## src/rtl/md_scheduler_if.sv

```systemverilog
// Execute-stage multiply/divide bundle: instruction handshake, core datapath hookup and HI/LO results.
interface md_scheduler_if;
    logic        e_valid;
    logic [3:0]  e_md_op;
    logic [31:0] op_a;
    logic [31:0] op_b;
    logic        d_is_md;
    logic [31:0] dp_hi;
    logic [31:0] dp_lo;
    logic [1:0]  dp_op;
    logic [31:0] dp_a;
    logic [31:0] dp_b;
    logic        start;
    logic        busy;
    logic        stall;
    logic [31:0] hi;
    logic [31:0] lo;
    logic [31:0] md_out;

    modport slave (
        input  e_valid, e_md_op, op_a, op_b, d_is_md, dp_hi, dp_lo,
        output dp_op, dp_a, dp_b, start, busy, stall, hi, lo, md_out
    );

    modport master (
        output e_valid, e_md_op, op_a, op_b, d_is_md, dp_hi, dp_lo,
        input  dp_op, dp_a, dp_b, start, busy, stall, hi, lo, md_out
    );
endinterface

```

## src/rtl/md_scheduler.sv

```systemverilog
// Multiply/divide sequencer: latches operands for the arithmetic core, times the fixed
// latency, owns HI/LO and raises the D-stage stall while an md op is pending or in flight.
module md_scheduler #(
    parameter int MULT_CYCLES = 5,
    parameter int DIV_CYCLES  = 10
) (
    input logic           clk,
    input logic           reset,
    md_scheduler_if.slave bus
);
    typedef enum logic {IDLE, RUN} state_t;

    localparam logic [3:0] MULT_LOAD = 4'(MULT_CYCLES);
    localparam logic [3:0] DIV_LOAD  = 4'(DIV_CYCLES);

    state_t      state;
    state_t      next_state;
    logic [3:0]  cnt;
    logic        is_arith;
    logic [1:0]  op_code;
    logic [3:0]  cnt_load;
    logic        done;
    logic        div_zero;
    logic        move_ok;

    always_comb begin
        is_arith = 1'b0;
        op_code  = 2'd0;
        cnt_load = MULT_LOAD;
        case (bus.e_md_op)
            4'd1: begin is_arith = 1'b1; op_code = 2'd0; cnt_load = MULT_LOAD; end
            4'd2: begin is_arith = 1'b1; op_code = 2'd1; cnt_load = MULT_LOAD; end
            4'd3: begin is_arith = 1'b1; op_code = 2'd2; cnt_load = DIV_LOAD;  end
            4'd4: begin is_arith = 1'b1; op_code = 2'd3; cnt_load = DIV_LOAD;  end
            default: ;
        endcase
    end

    assign done     = (state == RUN) && (cnt == 4'd1);
    assign div_zero = bus.dp_op[1] && (bus.dp_b == 32'd0);
    // Moves to HI/LO are only honoured when nothing is in flight; a completion always wins.
    assign move_ok  = (state == IDLE) && bus.e_valid;

    always_ff @(posedge clk or negedge reset) begin
        if (!reset) state <= IDLE;
        else        state <= next_state;
    end

    always_comb begin
        next_state = state;
        bus.start  = 1'b0;
        case (state)
            IDLE: begin
                if (bus.e_valid && is_arith) begin
                    bus.start  = 1'b1;
                    next_state = RUN;
                end
            end
            RUN: begin
                if (done) next_state = IDLE;
            end
            default: next_state = IDLE;
        endcase
    end

    assign bus.busy  = (state == RUN);
    assign bus.stall = bus.d_is_md && (bus.start || bus.busy);

    always_comb begin
        bus.md_out = 32'd0;
        case (bus.e_md_op)
            4'd7:    bus.md_out = bus.hi;
            4'd8:    bus.md_out = bus.lo;
            default: ;
        endcase
    end

    always_ff @(posedge clk or negedge reset) begin
        if (!reset) begin
            cnt       <= 4'd0;
            bus.dp_op <= 2'd0;
            bus.dp_a  <= 32'd0;
            bus.dp_b  <= 32'd0;
            bus.hi    <= 32'd0;
            bus.lo    <= 32'd0;
        end else begin
            if (bus.start) begin
                cnt       <= cnt_load;
                bus.dp_op <= op_code;
                bus.dp_a  <= bus.op_a;
                bus.dp_b  <= bus.op_b;
            end else if (state == RUN) begin
                cnt <= cnt - 4'd1;
            end

            if (done) begin
                if (!div_zero) begin
                    bus.hi <= bus.dp_hi;
                    bus.lo <= bus.dp_lo;
                end
            end else if (move_ok) begin
                if (bus.e_md_op == 4'd5) bus.hi <= bus.op_a;
                if (bus.e_md_op == 4'd6) bus.lo <= bus.op_a;
            end
        end
    end
endmodule
```

## src/flat_wrapper.sv

```systemverilog
// flat-port wrapper written by rule: the top's interface ports become plain ports
module md_scheduler_flat 
#(
    parameter int MULT_CYCLES = 5,
    parameter int DIV_CYCLES  = 10
)
  (clk, reset, bus_e_valid, bus_e_md_op, bus_op_a, bus_op_b, bus_d_is_md, bus_dp_hi, bus_dp_lo, bus_dp_op, bus_dp_a, bus_dp_b, bus_start, bus_busy, bus_stall, bus_hi, bus_lo, bus_md_out);
  md_scheduler_if bus_i ();
  input logic clk;
  input logic reset;
  input wire logic [$bits(bus_i.e_valid)-1:0] bus_e_valid;
  input wire logic [$bits(bus_i.e_md_op)-1:0] bus_e_md_op;
  input wire logic [$bits(bus_i.op_a)-1:0] bus_op_a;
  input wire logic [$bits(bus_i.op_b)-1:0] bus_op_b;
  input wire logic [$bits(bus_i.d_is_md)-1:0] bus_d_is_md;
  input wire logic [$bits(bus_i.dp_hi)-1:0] bus_dp_hi;
  input wire logic [$bits(bus_i.dp_lo)-1:0] bus_dp_lo;
  output wire logic [$bits(bus_i.dp_op)-1:0] bus_dp_op;
  output wire logic [$bits(bus_i.dp_a)-1:0] bus_dp_a;
  output wire logic [$bits(bus_i.dp_b)-1:0] bus_dp_b;
  output wire logic [$bits(bus_i.start)-1:0] bus_start;
  output wire logic [$bits(bus_i.busy)-1:0] bus_busy;
  output wire logic [$bits(bus_i.stall)-1:0] bus_stall;
  output wire logic [$bits(bus_i.hi)-1:0] bus_hi;
  output wire logic [$bits(bus_i.lo)-1:0] bus_lo;
  output wire logic [$bits(bus_i.md_out)-1:0] bus_md_out;
  assign bus_i.e_valid = bus_e_valid;
  assign bus_i.e_md_op = bus_e_md_op;
  assign bus_i.op_a = bus_op_a;
  assign bus_i.op_b = bus_op_b;
  assign bus_i.d_is_md = bus_d_is_md;
  assign bus_i.dp_hi = bus_dp_hi;
  assign bus_i.dp_lo = bus_dp_lo;
  assign bus_dp_op = bus_i.dp_op;
  assign bus_dp_a = bus_i.dp_a;
  assign bus_dp_b = bus_i.dp_b;
  assign bus_start = bus_i.start;
  assign bus_busy = bus_i.busy;
  assign bus_stall = bus_i.stall;
  assign bus_hi = bus_i.hi;
  assign bus_lo = bus_i.lo;
  assign bus_md_out = bus_i.md_out;
  md_scheduler #(.MULT_CYCLES(MULT_CYCLES), .DIV_CYCLES(DIV_CYCLES)) u_core (.clk(clk), .reset(reset), .bus(bus_i));
endmodule
```

## config.mk

```make
export PLATFORM = sky130hd
export DESIGN_NAME = md_scheduler_flat
export DESIGN_NICKNAME = d
export VERILOG_FILES = /design/src/rtl/md_scheduler_if.sv /design/src/rtl/md_scheduler.sv /design/src/flat_wrapper.sv
export SDC_FILE = /design/constraint.sdc
export NUM_CORES = 1
export LEC_CHECK = 0
export CAP_MARGIN = 20
export CORE_UTILIZATION = 25
export DETAILED_ROUTE_END_ITERATION = 10
export HOLD_SLACK_MARGIN = 0.12
export PLACE_DENSITY_LB_ADDON = 0.12
export SLEW_MARGIN = 20
export SYNTH_ARGS = -nofsm -noshare
export SYNTH_HDL_FRONTEND = slang
export SYNTH_SLANG_ARGS = --single-unit
```

## constraint.sdc

```tcl
create_clock -name clk -period 2.01 [get_ports clk]
set_input_delay 0.5025 -clock clk [delete_from_list [all_inputs] [get_ports clk]]
set_output_delay 0.5025 -clock clk [all_outputs]
set_load 0.02 [all_outputs]
```

## Word-level counts from Yosys, hierarchy flattened

Index checks and enable logic that the tools add are counted.

- Bitwise logic cells: 1
- Muxes and demuxes: 18
- Reduce and logical (&&, ||, !) cells: 15
- Eq/ne operators: 10
- $add $sub $neg: 1

Operators by type and width:

| cell | count |
|---|---|
| 32-bit two-way mux | 8 |
| 32-bit one-hot mux with 2 select lines | 1 |
| 32-bit logical NOT | 1 |
| 4-bit by 3-bit equality test with 1-bit output, second input constant | 4 |
| 4-bit two-way mux | 3 |
| 4-bit by 1-bit equality test with 1-bit output, second input constant | 2 |
| 4-bit by 2-bit equality test with 1-bit output, second input constant | 2 |
| 2-bit nonzero test | 4 |
| 2-bit one-hot mux with 3 select lines | 1 |
| 3-bit AND reduction | 2 |
| 1-bit logical AND | 5 |
| 4-bit equality test, second input constant | 1 |
| 1-bit two-way mux | 4 |
| 4-bit OR reduction | 1 |
| 4-bit by 1-bit subtractor with 4-bit output, second input constant | 1 |
| 2-bit inequality test, second input constant | 1 |
| 1-bit one-hot mux with 2 select lines | 1 |
| 2-bit OR reduction | 1 |
| 1-bit logical OR | 1 |
| 1-bit inverter | 1 |

- Register bits after elaboration: 135
- Logic and storage cells: 52
- Output and inout port bits: 165

## Depth between registers and ports, before layout

Gate-level depths: netlist of run 1.

- Depth in word-level cells: 8
- Depth in mapped cells: 8
- Depth with buffers taken out: 6

## Least setup slack after synthesis of run 1

No wires, ideal clock.

- Path type: input port to output port
- Start point: in bus_e_md_op[0]
- End point: out bus_md_out[0]
- Arrival time: 1.642 ns
- Required time: 1.507 ns
- Path slack: -0.134 ns
- Cell stages on the path: 4
- Path through: buf_2 nor4_1 buf_2 a22o_1

- Cells in the longest elaborated chain, start to end: 2
- Elaborated cells on any way between the ends: 3
- Classes of those cells: eq/ne (2); mux (1)

RTL lines:

| item | RTL line | source |
|---|---|---|
| from (decl) | flat_wrapper.sv:12 | `input wire logic [$bits(bus_i.e_md_op)-1:0] bus_e_md_op;` |
| 4-bit equality test or 4-bit by 3-bit equality test with 1-bit output (tied branches) | md_scheduler.sv:71 | `case (bus.e_md_op)` |
| 32-bit one-hot mux with 2 select lines * | md_scheduler.sv:71 |  |
| to (decl) | flat_wrapper.sv:26 | `output wire logic [$bits(bus_i.md_out)-1:0] bus_md_out;` |

Mark *: on every way between the ends. The rest lies on a longest branch, timed or not.

## Worst setup path in the final report of run 1

- Start point: in bus_e_md_op[0]
- End point: out bus_md_out[20]

The elaborated chain is that of the path after synthesis.

==> results of run 1 <==
## flip-flops by register name (all words and copies together) (netlist names)
register and cells:
u_core.bus.lo 32, u_core.bus.busy 1, u_core.cnt 4, u_core.bus.dp_b 32, u_core.bus.hi 32, u_core.bus.dp_op 2
u_core.bus.dp_a 32
## metrics by stage
step | std cells | power [µW] | area [µm²] | worst slack [ps] | hold slack [ps]
final | 1650 | 17800 | 13400 | -125 | 478
after global routing | 1649 | 18900 | 13400 | -178 | 497
after CTS | 1644 | 17900 | 13100 | -205 | 478
after detailed placement | 1591 | 14600 | 12000 | -906 | 421
after global placement | 1591 | 14500 | 12000 | -928 | 418
after floorplan | 904 | 10000 | 8020 | -13.8 | 207
## cells by family (layout without fill, tap and decap cells)
logic type / Yosys count / count (layout) / share of synthesized area (%)
muxes: 1 / 1 / 0.125
buffers and inverters: 103 / 445 / 6.20
xor gates and xnor gates: 1 / 1 / 0.110
AOI/OAI and AO/OA: 269 / 269 / 27.9
other: 0 / 2 / 0
adders and majority gates: 2 / 2 / 0.313
DFF: 135 / 135 / 42.3
and+or+nand+nor: 393 / 393 / 23.1
## cell usage after synthesis (all sizes together), types with 3 or more instances
library cell	instances
buf	49
o21bai	33
nand3	3
clkbuf	48
a21boi	32
nor2	70
inv	6
a211oi	64
nor4	50
nor4b	22
nor3	22
a21o	11
a22o	32
or3	14
o22ai	34
dfrtp	135
nand2	198
o21a	21
a21oi	37
## power groups by stage
stage | Combinational [µW] | Clock [µW] | Sequential (µW)
after floorplan | 3530 | 0 | 6510
after global placement | 9170 | 0 | 5360
after detailed placement | 9230 | 0 | 5360
after CTS | 9210 | 3320 | 5370
after global routing | 9910 | 3410 | 5550
final | 9240 | 3220 | 5350
## layout by cell type (no fill, tap or decap), types with 33 or more instances in the layout
| cell type | count |
|---|---|
| nor2_1 | 69 |
| nand2_1 | 197 |
| o21bai_1 | 33 |
| clkdlybuf4s50_1 | 216 |
| o22ai_1 | 34 |
| a211oi_2 | 63 |
| a21oi_1 | 37 |
| buf_6 | 34 |
| dfrtp_1 | 134 |
| buf_4 | 73 |
## worst min-delay path, delay by kind of cell (launching register included)
family | cells | cell delay, ps
AND/OR/NAND/NOR | 2 | 100
flip-flops | 1 | 340
## cell type report
| cell class | instances | area, µm² |
|---|---|---|
| multi-input cells | 666 | 4530 |
| repair buffers | 407 | 4350 |
| inverters | 6 | 25.0 |
| well taps | 402 | 503 |
| diodes | 2 | 5.00 |
| flip-flops and latches | 135 | 3380 |
| clock buffers | 17 | 425 |
| fillers | 3103 | 18100 |
| clock inverters | 15 | 158 |
## worst max path at each step
stage / end / depth (start not counted) / slack, ps
6_report: bus_md_out[20] / 8 / -130
3_3_place_gp: bus_md_out[25] / 5 / -930
5_1_grt: bus_md_out[5] / 8 / -180
2_1_floorplan: bus_md_out[0] / 4 / -10
3_5_place_dp: bus_md_out[1] / 5 / -910
4_1_cts: bus_md_out[20] / 9 / -200
## timing repair
item | 4_1_cts | 5_1_grt
hold buffers | 1 | 0
cloned | 8 | 0
endpoints found under the hold margin | 24 | 0
setup endpoints to repair | 178 | 120
setup buffers | 16 | 9
gates resized for setup | 265 | 73
pin swaps | 16 | 16
## metal layers
metal | up-vias | GRT usage (%) | wire length (µm)
met5 | - | 0 | 11
met4 | 2 | 4.55 | 325
met3 | 17 | 4.41 | 1960
met2 | 252 | 36.0 | 17000
met1 | 4227 | 30.1 | 16800
li1 | 3943 | - | -
==> results.py, run 1 <==
metrics = {
    "worst_setup_path": {
        "critPathKind": "in -> out",
        "worstPathArrival_ps": 1630,
        "critPathLaunch": "bus_e_md_op[0]",
        "cpMostUsedCell": "buf_6",
        "max_stage_delay_ps": 270,
        "critPathMaxFanout": 6,
        "worstPathRequired_ps": 1510,
        "slowest_stage": "nor4_4",
        "cp_num_buf_inv": 6,
        "critPathCaptureType": "output port",
        "critPathTopFamily": "buffers and inverters",
        "r2r-end": "u_core.bus.lo[8]$_DFFE_PN0P_",
        "critPathLaunchType": "primary input",
        "crit_chain": "buf_8, nor4_4, buf_6, buf_6, buf_12, buf_16, a22o_1, buf_6",
        "reg2reg_slack_ps": -30,
        "reg2reg_depth": 7,
        "rr_startpoint": "u_core.bus.dp_b[21]$_DFFE_PN0P_",
    },
    "worst_hold_path": {
        "min_to": "u_core.bus.dp_a[9]$_DFFE_PN0P_",
        "min_path_cells": 2,
        "hold_class": "reg -> reg",
        "min_from": "u_core.bus.dp_a[9]$_DFFE_PN0P_",
    },
    "die": {
        "rows": 65,
        "start_util_pct": 25.4,
        "die-area_um2": 32700,
        "die_h_um": 181,
        "die_w_um": 181,
        "core_um2": 31500,
        "io_pins": 301,
    },
    "sta": {
        "final-max-slew-violation-count": 0,
        "layout_min_cycle_time_ps": 2140,
        "hold_viol_final": 0,
        "maxSlewHeadroom_pct": 61.0,
        "worst_pin_slew_ps": 585,
        "setup_viol": 36,
        "setup_slack_ps": -125,
        "grt_setup_unrepaired": "yes",
        "fin_setup_tns_ps": -2720,
        "worst_clock_skew_ps": 18.2,
        "max_freq_mhz": 468,
        "finalCritPeriodShare_pct": 106,
    },
    "status": {
        "failed_checks": "negative setup slack",
        "status": "finished, violations left",
    },
    "pwr": {
        "ir_drop_mv": 0.568,
        "p_per_area_nw_per_um2": 1330,
        "power_leakage_uw": 0.00563,
        "sequentialPowerShare_pct": 30.0,
        "clockPowerShare_pct": 18.1,
        "swShare_pct": 42.3,
        "p_int_uw": 10300,
        "p_sw_uw": 7540,
        "combPwrFrac_pct": 51.9,
    },
    "grt": {
        "grt_overflow_total": 0,
        "grt_pass1_vias": 8506,
        "antenna_found_initial": 3,
        "grt_pass1_wl_um": 54800,
        "groute.usage.overall_pct": 22.0,
        "grt_max_degree": 50,
    },
    "logic_synthesis": {
        "synth_area_leader_cell": "dfrtp_1",
        "netlist-cell-type-count": 45,
        "synth_nets": 1042,
        "synth_edf_count": 0,
        "synth_area_leaders": "dfrtp_1 42%, a211oi_2 9.4%, nand2_1 9.3%",
        "synth_area_um2": 7990,
        "synthCells": 904,
        "avgSynthCellArea_um2": 8.84,
        "yosys_warnings": 0,
        "synth_seq_area_share_pct": 42.3,
        "synth_top_area_share_pct": 42.3,
        "async_flop_share_pct": 100,
        "synth_ff_type": "dfrtp_1",
        "ys_seq_elements": 135,
    },
    "clock_tree": {
        "cts-buffers-inserted": 17,
        "htree_levels": 4,
        "cts-root-buf": "clkbuf_16",
        "cts_tree": "built",
        "cts_num_sinks": 135,
        "clkLatencyLatePin_ps": 430,
        "cts.clk_slew.worst_paths_ps": 70,
        "clockBufferDepth": 2,
    },
    "routing": {
        "drt-initial-drc-count": 453,
        "via_per_inst": 5.12,
        "num_vias": 8441,
        "final_antenna_net_count": 0,
        "wirelength_um": 36100,
        "route.detailed.wl_per_inst_um": 21.9,
        "drtPass1Iterations": 4,
        "drc": 0,
    },
    "layout": {
        "syn2layout_area_growth_pct": 67.5,
        "final_core_util_pct": 42.5,
        "layout-drive-gt1-share_pct": 24.0,
        "nets": 1371,
    },
    "placed_design": {
        "dp_hpwl_um": 23300,
        "io_buffers": 300,
        "place_congestion": 0.771,
    },
    "flow_run": {
        "max_cap_viol_count": 0,
    },
}
(Power assumes the default switching activity.)
==> inputs of run 2 (changes only) <==
--- a/config.mk
+++ b/config.mk
@@ -8,6 +8,7 @@
 export CAP_MARGIN = 20
 export CORE_UTILIZATION = 25
 export DETAILED_ROUTE_END_ITERATION = 10
+export DONT_BUFFER_PORTS = 1
 export HOLD_SLACK_MARGIN = 0.12
 export PLACE_DENSITY_LB_ADDON = 0.12
 export SLEW_MARGIN = 20
==> run 2 against run 1 <==
Effect of this change:
- core utilization is 11 points lower
- the flow finishes with violations (negative hold slack, negative setup slack)
- largest cell class unchanged
- clock skew shrank 9.7 ps
- maximum frequency increased by 6.0%
- global-route usage down 2.1 points
- clock-buffer cell count stayed put
- flip-flop and latch count did not move
- via count shrank 14%
- combinational power shrank 39%
- register-to-register slack improved by 30 ps
- wire length down 7.9%
- die area stayed put
==> results.py, run 2 (synthesis results as in run 1) <==
metrics = {
    "status": {
        "status": "finished, violations left",
        "failed_checks": "negative hold slack, negative setup slack",
    },
    "routing": {
        "final_antenna_net_count": 0,
        "via_per_inst": 5.43,
        "drc": 0,
        "num_vias": 7240,
        "wirelength_um": 33300,
        "route.detailed.wl_per_inst_um": 24.9,
        "drt-initial-drc-count": 438,
        "drtPass1Iterations": 5,
    },
    "die": {
        "rows": 65,
        "die_h_um": 181,
        "die_w_um": 181,
        "die-area_um2": 32700,
        "start_util_pct": 25.4,
        "io_pins": 301,
        "core_um2": 31500,
    },
    "sta": {
        "max_freq_mhz": 497,
        "finalCritPeriodShare_pct": 100,
        "maxSlewHeadroom_pct": 61.0,
        "final-max-slew-violation-count": 0,
        "hold_viol_final": 135,
        "worst_clock_skew_ps": 8.44,
        "grt_setup_unrepaired": "yes",
        "worst_pin_slew_ps": 585,
        "setup_slack_ps": -3.94,
        "timing.hold.ws_ps": -236,
        "setup_viol": 1,
        "layout_min_cycle_time_ps": 2010,
    },
    "layout": {
        "final_common_cell": "nand2_1",
        "syn2layout_area_growth_pct": 24.2,
        "nets": 1056,
        "most-common-layout-cells": "197 x nand2_1, 135 x dfrtp_1, 69 x nor2_1",
        "final_core_util_pct": 31.6,
        "layout-drive-gt1-share_pct": 25.2,
        "nFillCells": 3306,
    },
    "placed_design": {
        "io_buffers": 0,
        "place_congestion": 0.754,
        "dp_hpwl_um": 20900,
    },
    "grt": {
        "grt_pass1_wl_um": 48900,
        "grt_max_degree": 136,
        "grt_pass1_vias": 7356,
        "antenna_found_initial": 2,
        "groute.usage.overall_pct": 20.0,
        "grt_overflow_total": 0,
    },
    "worst_setup_path": {
        "critPathKind": "reg -> reg",
        "critPathLaunchType": "flop",
        "worstPathArrival_ps": 2370,
        "critPathCaptureType": "flop",
        "worstPathRequired_ps": 2360,
        "crit_chain": "nor4_2, buf_4, nand4_1, buf_6, or3_4, clkbuf_16, a211oi_2",
        "max_stage_delay_ps": 460,
        "critPathMaxFanout": 9,
        "slowest_stage": "or3_4",
    },
    "worst_hold_path": {
        "hold_class": "in -> async",
    },
    "clock_tree": {
        "cts_tree": "built",
        "cts-root-buf": "clkbuf_16",
        "cts_num_sinks": 135,
        "htree_levels": 4,
        "postCtsHoldBufs": 1,
        "clockBufferDepth": 2,
        "cts-buffers-inserted": 17,
        "cts.clk_slew.worst_paths_ps": 70,
        "clkLatencyLatePin_ps": 440,
    },
    "pwr": {
        "ir_drop_mv": 0.666,
        "combPwrFrac_pct": 36.6,
        "power_leakage_uw": 0.00393,
        "p_int_uw": 8510,
        "sequentialPowerShare_pct": 42.5,
        "clockPowerShare_pct": 20.9,
        "swShare_pct": 44.9,
        "p_per_area_nw_per_um2": 1560,
        "p_sw_uw": 6940,
    },
    "flow_run": {
        "max_cap_viol_count": 0,
    },
}
-- run 2: cell count changes in the layout (fill, tap and decap cells not counted), sizes merged, moves of 3 or more --
cell	change
inv	-9
dlygate4sd2	-22
dlymetal6s2s	-23
buf	-60
clkbuf	+3
clkdlybuf4s50	-216
clkinvlp	+8
-- run 2: path summary, 6_finish.rpt --
| path | startpoint | to | slack [ps] | cells past startpoint |
|---|---|---|---|---|
| max in group asynchronous | reset | u_core.bus.dp_a[23]$_DFFE_PN0P_ | 2010 | 0 |
| worst min register to register | u_core.cnt[1]$_DFFE_PN0P_ | u_core.cnt[1]$_DFFE_PN0P_ | 520 | 2 |
| worst max-delay path | u_core.bus.dp_b[7]$_DFFE_PN0P_ | u_core.bus.lo[12]$_DFFE_PN0P_ | -4 | 7 |
| worst max register to register | u_core.bus.dp_b[7]$_DFFE_PN0P_ | u_core.bus.lo[12]$_DFFE_PN0P_ | -4 | 7 |
| min in group clk | bus_op_a[12] | u_core.bus.dp_a[12]$_DFFE_PN0P_ | 170 | 2 |
| worst min-delay path | reset | u_core.bus.lo[5]$_DFFE_PN0P_ | -240 | 0 |
-- run 2: layout make-up --
type	count	area [µm²]	area share, %
timing repair buffer	89	958	9.65
inverter	6	35.0	0.353
clock buffer	17	425	4.28
timing repair inverter	2	12.5	0.126
antenna	1	2.50	0.0252
clock inverter	15	156	1.57
multi-input combinational	667	4460	44.9
tap	402	503	5.06
sequential	135	3380	34.0
-- run 2: metrics by stage --
stage               instance area (µm²)  setup TNS (ps)  instances  setup slack [ps]  power (µW)
detailed placement                 8920           -4230       1287              -121       12000
finish                             9930           -3.94       1334             -3.94       15400
CTS                                9590               0       1326              2.15       15400
floorplan                          8020            -415        904             -13.8       10000
global route                       9930           -2370       1334             -85.9       16400
global placement                   8920           -1400       1287             -59.7       12000
-- run 2: metal layers --
layer | routed length [µm] | up-vias | global-route usage (%)
met5 | 17 | - | 0
met4 | 407 | 2 | 5.95
met3 | 2900 | 21 | 7.12
met2 | 15200 | 292 | 31.5
met1 | 14700 | 3628 | 25.5
li1 | - | 3297 | -
-- run 2: worst max-delay path, delay by kind of cell (launching register included) --
family / cells / cell delay [ps]
AOI/OAI and AO/OA: 1 / 180
buffers and inverters: 3 / 520
DFF: 1 / 390
and+or+nand+nor: 3 / 820
-- run 2: power by group through the flow --
stage          registers, µW  clock network (µW)  logic [µW]
6_report                6570                3220        5650
4_1_cts                 6570                3310        5540
3_3_place_gp            6580                   0        5440
2_1_floorplan           6510                   0        3530
3_5_place_dp            6580                   0        5460
5_1_grt                 6740                3410        6210
-- run 2: timing repair --
item	4_1_cts	5_1_grt
resized for setup	7	41
endpoints found under the setup margin	65	64
pin swaps	2	4
setup buffers	4	2
endpoints found under the hold margin	136	135
cloned	2	5
